===== src/rtl/trig_info_fifo.sv =====
// trig_info_fifo: first-word-fall-through queue of trigger records.
// Each trig_i latches the L4 pattern, delay and info word and tags it with a
// 16-bit event number. Readout drains the queue with a valid/ready handshake.
// busy_o feeds the trigger core's disable input before the queue fills up.
// Optional feature: define TRIG_INFO_TIMESTAMP_EN to add a PPS-aligned
// 32-bit fclk timestamp to every entry. Without it, rd_tstamp_o is 0 and
// pps_flag_fclk_i is ignored.
module trig_info_fifo #(
  parameter int DEPTH_LOG2 = 4,
  parameter int HEADROOM   = 2
) (
  input  logic                  fclk_i,
  input  logic                  rst_n_i,
  input  logic                  trig_i,
  input  logic [3:0]            trig_l4_i,
  input  logic [8:0]            trig_delay_i,
  input  logic [31:0]           trig_info_i,
  input  logic                  pps_flag_fclk_i,
  output logic                  rd_valid_o,
  input  logic                  rd_ready_i,
  output logic [3:0]            rd_l4_o,
  output logic [8:0]            rd_delay_o,
  output logic [31:0]           rd_info_o,
  output logic [15:0]           rd_evnum_o,
  output logic [31:0]           rd_tstamp_o,
  output logic                  busy_o,
  output logic [15:0]           drop_count_o,
  output logic [DEPTH_LOG2:0]   occupancy_o
);

  localparam int                DEPTH    = 1 << DEPTH_LOG2;
  localparam logic [DEPTH_LOG2:0] FULL_LVL = (DEPTH_LOG2+1)'(DEPTH);
  localparam logic [DEPTH_LOG2:0] BUSY_LVL = (DEPTH_LOG2+1)'(DEPTH - HEADROOM);
  localparam logic [DEPTH_LOG2:0] OCC_ONE  = (DEPTH_LOG2+1)'(1);
  localparam logic [DEPTH_LOG2-1:0] PTR_ONE = DEPTH_LOG2'(1);

  typedef struct packed {
    logic [3:0]  l4;
    logic [8:0]  delay;
    logic [31:0] info;
    logic [15:0] evnum;
`ifdef TRIG_INFO_TIMESTAMP_EN
    logic [31:0] tstamp;
`endif
  } entry_t;

  entry_t                  r_mem [DEPTH];
  entry_t                  r_head;
  entry_t                  w_new;
  entry_t                  w_head_nxt;
  logic [DEPTH_LOG2-1:0]   r_wr_ptr;
  logic [DEPTH_LOG2-1:0]   r_rd_ptr;
  logic [DEPTH_LOG2-1:0]   w_rd_ptr_nxt;
  logic [DEPTH_LOG2:0]     r_occ;
  logic [DEPTH_LOG2:0]     w_occ_nxt;
  logic                    r_valid;
  logic                    r_busy;
  logic [15:0]             r_drop;
  logic [15:0]             r_evnum;
  logic                    w_full;
  logic                    w_wr_en;
  logic                    w_pop;

  // Fullness comes from the registered count, so a same-cycle pop never rescues a write.
  assign w_full       = (r_occ == FULL_LVL);
  assign w_wr_en      = trig_i && !w_full;
  assign w_pop        = r_valid && rd_ready_i;
  assign w_rd_ptr_nxt = w_pop ? (r_rd_ptr + PTR_ONE) : r_rd_ptr;

`ifdef TRIG_INFO_TIMESTAMP_EN
  logic [31:0] r_tstamp;

  // Free-running fclk counter, re-zeroed the cycle after each PPS flag.
  always_ff @(posedge fclk_i or negedge rst_n_i) begin
    if (!rst_n_i)             r_tstamp <= '0;
    else if (pps_flag_fclk_i) r_tstamp <= '0;
    else                      r_tstamp <= r_tstamp + 32'd1;
  end
`else
  logic w_unused_pps;
  assign w_unused_pps = pps_flag_fclk_i;
`endif

  // Assemble the record for the trigger in this cycle.
  always_comb begin
    // NOTE: every combinational output gets a default first so no path infers a latch.
    w_new       = '0;
    w_new.l4    = trig_l4_i;
    w_new.delay = trig_delay_i;
    w_new.info  = trig_info_i;
    w_new.evnum = r_evnum;
`ifdef TRIG_INFO_TIMESTAMP_EN
    w_new.tstamp = r_tstamp;
`endif
  end

  // Next occupancy and next head; a write landing on the new head slot is forwarded.
  always_comb begin
    w_occ_nxt = r_occ;
    case ({w_wr_en, w_pop})
      2'b10:   w_occ_nxt = r_occ + OCC_ONE;
      2'b01:   w_occ_nxt = r_occ - OCC_ONE;
      default: w_occ_nxt = r_occ;
    endcase
    if (w_wr_en && (w_rd_ptr_nxt == r_wr_ptr)) w_head_nxt = w_new;
    else                                        w_head_nxt = r_mem[w_rd_ptr_nxt];
  end

  // Storage array write port.
  // NOTE: the array is deliberately not reset; occupancy and pointers define which slots are live.
  always_ff @(posedge fclk_i) begin
    if (w_wr_en) r_mem[r_wr_ptr] <= w_new;
  end

  // Pointers, occupancy, prefetch head register and busy flag.
  always_ff @(posedge fclk_i or negedge rst_n_i) begin
    // NOTE: sequential state uses non-blocking assignments so all flops update from pre-edge values.
    if (!rst_n_i) begin
      r_wr_ptr <= '0;
      r_rd_ptr <= '0;
      r_occ    <= '0;
      r_valid  <= 1'b0;
      r_busy   <= 1'b0;
      r_head   <= '0;
    end else begin
      if (w_wr_en) r_wr_ptr <= r_wr_ptr + PTR_ONE;
      r_rd_ptr <= w_rd_ptr_nxt;
      r_occ    <= w_occ_nxt;
      r_valid  <= (w_occ_nxt != '0);
      r_busy   <= (w_occ_nxt >= BUSY_LVL);
      r_head   <= w_head_nxt;
    end
  end

  // Event numbering counts every trigger, dropped or not; drop count saturates.
  always_ff @(posedge fclk_i or negedge rst_n_i) begin
    if (!rst_n_i) begin
      r_evnum <= '0;
      r_drop  <= '0;
    end else begin
      if (trig_i) r_evnum <= r_evnum + 16'd1;
      if (trig_i && w_full && (r_drop != 16'hFFFF)) r_drop <= r_drop + 16'd1;
    end
  end

  assign rd_valid_o   = r_valid;
  assign rd_l4_o      = r_head.l4;
  assign rd_delay_o   = r_head.delay;
  assign rd_info_o    = r_head.info;
  assign rd_evnum_o   = r_head.evnum;
`ifdef TRIG_INFO_TIMESTAMP_EN
  assign rd_tstamp_o  = r_head.tstamp;
`else
  assign rd_tstamp_o  = 32'd0;
`endif
  assign busy_o       = r_busy;
  assign drop_count_o = r_drop;
  assign occupancy_o  = r_occ;

endmodule


===== config.mk =====
export PLATFORM = sky130hd
export DESIGN_NAME = trig_info_fifo
export DESIGN_NICKNAME = d
export VERILOG_FILES = /design/src/rtl/trig_info_fifo.sv
export SDC_FILE = /design/constraint.sdc
export NUM_CORES = 1
export LEC_CHECK = 0
export CAP_MARGIN = 20
export CORE_MARGIN = 8
export CORE_UTILIZATION = 45
export CTS_CLUSTER_DIAMETER = 80
export DETAILED_ROUTE_END_ITERATION = 7
export PLACE_DENSITY_LB_ADDON = 0.05
export SLEW_MARGIN = 40
export SYNTH_ARGS = -nofsm -noshare
export SYNTH_HDL_FRONTEND = slang
export SYNTH_SLANG_ARGS = --single-unit
export TNS_END_PERCENT = 10

===== constraint.sdc =====
create_clock -name fclk_i -period 6.4 [get_ports fclk_i]
set_input_delay 1.92 -clock fclk_i [delete_from_list [all_inputs] [get_ports fclk_i]]
set_output_delay 1.92 -clock fclk_i [all_outputs]
set_load 0.02 [all_outputs]

# Yosys cells after proc, flatten, opt, wreduce, memory -nomap -nowiden
# Memory sizes are Yosys's and may differ from the RTL's. A register that Yosys moved wholly into a read port is not among the register bits.
# Index checks and enable logic that the tools add are counted.
# word_totals
out_inout_bits	116
n_memories	1
wordCells	30
register_bits	47
mem_bits_rw	976
# classes
muxes	4
reduce_logical	7
order_cmp	1
n_addsub	6
n_eq_ne	4
# memory_table
name	words	width	rd	rd_ports_with_merged_regs	write_ports	line	rtl
r_mem	16	61	1	1	1	47	entry_t r_mem [DEPTH];
# op_table
operator	count
adder 16 x 1 -> 16 bit, second input constant	2
inequality test 16 bit, second input constant	1
one-hot mux 5 bit (2 select lines)	1
adder 4 x 1 -> 4 bit, second input constant	2
adder 5 x 1 -> 5 bit, second input constant	1
equality test 5 bit, second input constant	1
greater-or-equal comparator 5 x 4 -> 1 bit, second input constant	1
nonzero test 5 bit	1
subtractor 5 x 1 -> 5 bit, second input constant	1
logical AND 1 bit	4
two-way mux 4 bit	1
equality test 2 x 1 -> 1 bit, second input constant	1
equality test 2 bit, second input constant	1
zero test 1 bit	2
two-way mux 1 bit	2

# Longest topological paths before layout
# Gate-level depths: netlist of run 1.
# depth
depth_word	6
depth_mapped	14

# Least setup slack after synthesis of run 1
# OpenSTA, ideal clock, no wires.
# synth_path
kind	input -> register
start	input port trig_i
end	memory r_mem[3][0] (netlist bit) (enable)
setup_slack_ns	-0.841
setup_time_ns	0.555
required_time_ns	5.845
arrival_time_ns	6.686
path_buffers	1
path_stages	5
path_cell_list	buf_2 clkinv_2 nor2_8 nand2_1 nor3_1
# synth_between
elab_chain_cells	3
# synth_lines
item	line	rtl
start: declaration	14	input logic trig_i,
logical AND 1 bit	66	assign w_wr_en = trig_i && !w_full;
two-way mux 1 bit	112	if (w_wr_en) r_mem[r_wr_ptr] <= w_new;
two-way mux 1 bit (implied by the code)	112	
end: declaration	47	
# Every way passes these cells.

# Final worst setup path of run 1
# layout_path
start	input port rd_ready_i
end	register rd_l4_o[2] (netlist name)
# layout_between
elab_chain_cells	2
# layout_lines
item	line	rtl
start: declaration	20	input logic rd_ready_i,
logical AND 1 bit	67	assign w_pop = r_valid && rd_ready_i;
two-way mux 4 bit	68	assign w_rd_ptr_nxt = w_pop ? (r_rd_ptr + PTR_ONE) : r_rd_ptr;
# Every way passes these cells.
# A chain may end at the register's enable or synchronous reset.

==> results of run 1 <==
## worst max-delay path: cells and delay by family
kind	cells	cell delay, ps
AO/OA/AOI/OAI	2	550
buffers and inverters	2	1420
multiplexers	1	580
AND/OR/NAND/NOR	2	960
## power groups by stage
stage	clock, mW	combinational (mW)	sequential (mW)
final	6.67	13.5	9.38
after global routing	7.05	14.2	9.46
after CTS	6.80	13.5	9.38
after detailed placement	0	13.4	9.52
after global placement	0	13.0	9.50
after floorplan	0	8.55	9.55
## worst paths after layout
path | end | cells after the start | slack (ps) | from
setup / recovery | rd_l4_o[2] | 7 | 1520 | rd_ready_i
hold / removal | drop_count_o[4] | 1 | 490 | drop_count_o[4]
setup reg to reg | rd_evnum_o[2] | 8 | 2120 | r_rd_ptr[0]
hold reg to reg | drop_count_o[4] | 1 | 490 | drop_count_o[4]
max in group asynchronous | r_rd_ptr[0] | 2 | 4180 | rst_n_i
min in group asynchronous | rd_info_o[19] | 1 | 1110 | rst_n_i
## registers in the layout, summed over array words and instances (netlist names)
name / count
rd_l4_o: 4
rd_info_o: 32
drop_count_o: 16
rd_evnum_o: 16
occupancy_o: 5
r_evnum: 16
r_mem: 976
rd_valid_o: 1
r_wr_ptr: 4
rd_delay_o: 9
busy_o: 1
r_rd_ptr: 4
## cell families after synthesis
| kind of cell | after synthesis | share of synthesized area |
|---|---|---|
| AO/OA/AOI/OAI | 1242 | 0.2076 |
| flip-flops | 1084 | 0.6440 |
| buffers and inverters | 374 | 0.03577 |
| multiplexers | 367 | 0.07722 |
| AND/OR/NAND/NOR | 232 | 0.02444 |
| XOR/XNOR | 42 | 0.008382 |
| adder cells (fa/ha/maj) | 10 | 0.002517 |
| other | 1 | 0.00007544 |
## per-layer routing
metal,up-vias,GRT usage,share of wire
li1,14020,-,-
met1,17050,0.3163,0.40
met2,1397,0.4339,0.49
met3,395,0.03702,0.064
met4,2,0.1049,0.041
met5,-,0,0.00011
## layout by cell type (no fill, tap or decap), types with 62 or more instances in the layout
cell,n
edfxtp_1,976
mux2i_1,244
a211oi_1,183
a22oi_1,180
clkdlybuf4s50_1,131
o21ai_0,126
mux2_2,122
a21boi_0,121
o221ai_1,120
o311ai_0,120
clkbuf_16,119
dfrtp_1,105
nand3_1,70
nor3_1,67
a21oi_1,66
o22ai_1,62
## per-stage QoR
step / worst slack (ps) / util / power, mW
after floorplan: -807.6 / - / 18.10
after global placement: 867.8 / 0.4771 / 22.53
after detailed placement: 851.9 / 0.4780 / 22.93
after CTS: 1576 / 0.5125 / 29.64
after global routing: 1416 / 0.5127 / 30.67
final: 1519 / 0.5127 / 29.52
## synthesized netlist by cell type (3+ instances only)
cell type / count / area, um^2
edfxtp_1: 976 / 29310
mux2i_1: 244 / 2442
clkbuf_1: 211 / 792.0
a211oi_1: 183 / 1374
a22oi_1: 180 / 1351
o21ai_0: 126 / 630.6
mux2_2: 122 / 1374
a21boi_0: 121 / 908.4
o221ai_1: 120 / 1051
o311ai_0: 120 / 1051
dfrtp_1: 108 / 2703
buf_2: 72 / 360.4
nand3_1: 71 / 355.3
nor3_1: 71 / 355.3
a21oi_1: 66 / 330.3
o22ai_1: 62 / 387.9
o22a_1: 61 / 534.3
a311oi_1: 60 / 525.5
o221a_2: 60 / 675.7
o31ai_4: 60 / 1276
buf_4: 37 / 277.8
nand2_1: 23 / 86.33
nor2_1: 22 / 82.58
xnor2_1: 22 / 192.7
buf_1: 21 / 78.83
inv_1: 18 / 67.56
xor2_1: 16 / 140.1
ha_1: 10 / 125.1
and3_1: 9 / 56.30
nand4_1: 7 / 43.79
buf_12: 6 / 120.1
a221o_1: 4 / 40.04
nor4_1: 4 / 25.02
and3b_1: 3 / 26.28
buf_6: 3 / 33.78
inv_2: 3 / 11.26
nand3b_1: 3 / 22.52
o21a_1: 3 / 22.52
xnor3_1: 3 / 67.56
## final cells by class
class / count / area share
Multi-Input combinational cell: 1925 / 0.2884
Antenna cell: 4 / 0.0001774
Inverter: 23 / 0.001841
Clock buffer: 161 / 0.05841
Timing Repair Buffer: 218 / 0.04176
Clock inverter: 58 / 0.008915
Sequential cell: 1084 / 0.5675
Tap cell: 1488 / 0.03300
==> results.toml, run 1 <==
[status]
status = "finished clean"

[critical_path]
required_ps = 6990
crit_path_max_incr_delay_ps = 910
crit_type = "primary input to flop"
slowest_stage = "clkdlybuf4s50_1"
crit_fanout = 38
worstPathArrival_ps = 5470
crit_path_start_kind = "primary input"
critPathCaptureType = "flop"
path_cells = "clkdlybuf4s50_1 -> and3_4 -> nor2_4 -> inv_4 -> mux4_2 -> a211oi_1 -> o31a_1"

[global_route]
grt_pass1_wl_mm = 228.4
grt_pass1_vias = 34540
grt.total_usage = 0.2514
overflow = 0
grt_max_degree = 146
antenna_found_initial = 7

[clock_tree]
hold_buffers = 0
cts-root-buf = "clkbuf_16"
cts_setup_buffers = 0
cts.repair.resized = 0
cts_sinks = 1084
cts.clk_slew.worst_paths_ps = 60
clockBufferDepth = 3
cts_buffers = 116
cts_max_level = 3
insertion_delay_ps = 710
cts_tree = "built"

[placement]
placed_cell_area_um2 = 52600
dpl.cell_count = 4738
dpl.hpwl_mm = 79.74
gp_congestion = 0.7417
io_buffers = 132

[power_and_ir_drop]
clkPwrFrac = 0.226
p_switching_mw = 12.03
intPower_mw = 17.49
power_frac_comb = 0.456
p_leak_nw = 17.97
powerDensity_nw_per_um2 = 523.1
swShare = 0.4075
peakVddDrop_v = 0.0006330
seq_power_share = 0.318

[final_layout]
multiInputGateArea_um2 = 16270
fill_cells = 9011
final-seq-area_um2 = 32020
nets = 3428
final_cells = 4961
drive_gt1_frac = 0.1609
areaGrowthSynthToFinish_pct = 13.50
finalInstanceArea_um2 = 56420

[detailed_routing]
ant_nets = 0
route.detailed.drc = 0
firstDrtPassIters = 5
vias = 32860
wirelength_mm = 158.0
drtIter0Drc = 2891
wl_per_cell_um = 31.85
viasPerCell = 6.624

[floorplanning]
io_pins = 166
die_x_um = 348.4
die_area_um2 = 121400
core_area_um2 = 110100
dieHeight_um = 348.4
start_util = 0.4517
row_count = 122

[synth]
syn_area_um2 = 49710
synth.distinct_cells = 74
syn_inst = 3352
yosysSeqAreaShare = 0.6440
synthArstFlopShare = 0.09963
synth-edff-count = 976
yosys_warnings = 0
avgSynthCellArea_um2 = 14.83
synth_seq_cells = 1084
ys.flop_type = "edfxtp_1"

[sta]
clock_skew_ps = 37.78
hold_slack_ps = 489.8
tightestPinTransition_ps = 914.6
hold_viol = 0
rsz0062_at_grt = "no"
setup_viol = 0
slew_headroom = 0.3902
slew_violations = 0
fmax_mhz = 204.9
fin_tns_setup_ps = 0
min_period_ps = 4881
timing.final.crit_share = 0.7627

[run]
drv_cap = 0

[min_path]
holdCritPathClass = "flop to flop"
(Power assumes the default switching activity.)
==> inputs of run 2 (changes only) <==
clock period = 4.2 ns   (was 6.4 ns; I/O delays follow)
==> results.toml, run 2 (same netlist as run 1, synthesis figures left out) <==
[status]
status = "finished clean"

[critical_path]
crit_fanout = 4
required_ps = 4740
worstPathArrival_ps = 3940
critPathCaptureType = "flop"
crit_path_start_kind = "primary input"
path_cells = "clkdlybuf4s50_1 -> clkinv_2 -> nor2_8 -> clkinv_8 -> ha_1 -> xor2_1 -> ha_1 -> a21oi_1 -> xnor2_1 -> a21boi_0 -> nor4_1 -> nand4_1"
crit_type = "primary input to flop"
slowest_stage = "clkdlybuf4s50_1"
crit_path_max_incr_delay_ps = 700
path_common_cell = "ha_1"

[sta]
rsz0062_at_grt = "no"
hold_viol = 0
fin_tns_setup_ps = 0
slew_headroom = 0.4107
setup_viol = 0
timing.final.crit_share = 0.8092
clock_skew_ps = 22.23
tightestPinTransition_ps = 884.0
fmax_mhz = 294.3
min_period_ps = 3398
slew_violations = 0

[min_path]
holdCritPathClass = "primary input to async pin"

[final_layout]
top_register = "r_mem"
drive_gt1_frac = 0.1758
final_cells = 5047
final_cell_mix = "976 x edfxtp_1, 244 x mux2i_1, 183 x a211oi_1, 180 x a22oi_1, 131 x clkdlybuf4s50_1"
areaGrowthSynthToFinish_pct = 15.91
nets = 3513
layout_commonest_cell = "edfxtp_1"
largest_reg_flops = 976

[clock_tree]
cts_sinks = 1084
cts-root-buf = "clkbuf_16"
cts_max_level = 3
hold_buffers = 0
cts_tree = "built"
cts.repair.resized = 0
cts.clk_slew.worst_paths_ps = 60
insertion_delay_ps = 700
cts_buffers = 119
clockBufferDepth = 3
cts_setup_buffers = 0

[detailed_routing]
ant_nets = 0
route.detailed.drc = 0
drtIter0Drc = 3269
firstDrtPassIters = 5
wirelength_mm = 161.0
wl_per_cell_um = 31.90
viasPerCell = 6.651
vias = 33570

[placement]
dpl.cell_count = 4819
io_buffers = 132
gp_congestion = 0.7797
dpl.hpwl_mm = 86.38

[floorplanning]
row_count = 122
start_util = 0.4517
dieHeight_um = 348.4
io_pins = 166
die_x_um = 348.4
core_area_um2 = 110100
die_area_um2 = 121400

[global_route]
grt_pass1_wl_mm = 233.9
grt.total_usage = 0.2570
antenna_found_initial = 2
overflow = 0
grt_max_degree = 103
grt_pass1_vias = 35110

[power_and_ir_drop]
clkPwrFrac = 0.217
p_leak_nw = 18.54
swShare = 0.4045
intPower_mw = 27.41
power_frac_comb = 0.473
peakVddDrop_v = 0.0006548
seq_power_share = 0.311
powerDensity_nw_per_um2 = 798.9
p_switching_mw = 18.62

[run]
drv_cap = 0
## run 2: changes by cell type in the layout (fill, tap and decap cells not counted), moves of 3 or more
cell and change:
buf_12 +53, buf_4 +35, buf_6 -5, bufinv_16 -6
clkbuf_1 +22, clkbuf_16 +3, clkbuf_8 +4, clkinv_2 -10
clkinvlp_4 -4, nor3_2 -3, nor3_4 +3
## run 2: per-stage QoR
| step | hold slack [ps] | setup WS [ps] | area, um^2 | total power [mW] | util |
|---|---|---|---|---|---|
| final | 466.9 | 801.5 | 57620 | 46.03 | 0.5235 |
| after global routing | 450.6 | 601.4 | 57610 | 47.74 | 0.5235 |
| after CTS | 503.9 | 804.1 | 57580 | 46.13 | 0.5232 |
| after detailed placement | 494.5 | 162.4 | 53840 | 36.12 | 0.4892 |
| after global placement | 473.0 | 136.4 | 53840 | 35.67 | 0.4892 |
| after floorplan | 496.1 | -745.7 | 49850 | 27.58 | - |
## run 2: worst paths after layout
kind                                  start               end  slack [ps]  depth (start not counted)
setup / recovery                     trig_i        rd_valid_o         800                         12
hold / removal                      rst_n_i     rd_info_o[20]         470                          1
setup reg to reg                r_rd_ptr[1]     rd_evnum_o[6]        1120                          7
hold reg to reg            drop_count_o[13]  drop_count_o[13]         490                          1
max in group asynchronous           rst_n_i     rd_evnum_o[1]        3050                          2
min in group fclk_i        drop_count_o[13]  drop_count_o[13]         490                          1
## run 2: worst max-delay path: cells and delay by family
family | cells | cell delay (ps)
AND/OR/NAND/NOR | 3 | 690
AO/OA/AOI/OAI | 2 | 300
buffers and inverters | 3 | 940
XOR/XNOR | 2 | 310
adder cells (fa/ha/maj) | 2 | 440
## run 2: area by class of cell
class / count / area (um^2)
inverter: 23 / 105.1
multi-input combinational: 1925 / 16290
sequential: 1084 / 32020
fill: 8935 / 52440
clock inverter: 34 / 229.0
tap: 1488 / 1862
antenna: 3 / 7.507
clock buffer: 190 / 3508
timing repair buffer: 300 / 3596
## run 2: power by group through the flow
stage | registers (mW) | clock network (mW) | logic (mW)
3_3_place_gp | 14.4 | 0 | 21.2
2_1_floorplan | 14.5 | 0 | 13.0
3_5_place_dp | 14.5 | 0 | 21.6
6_report | 14.3 | 9.97 | 21.8
5_1_grt | 14.4 | 10.6 | 22.8
4_1_cts | 14.3 | 10.2 | 21.7
## run 2: layer usage
layer | vias to the layer above | part of all wire | GRT usage
met2 | 1460 | 0.49 | 0.4382
met4 | 2 | 0.035 | 0.09734
li1 | 14190 | - | -
met3 | 338 | 0.064 | 0.03505
met1 | 17580 | 0.41 | 0.3341
met5 | - | 0.000068 | 0
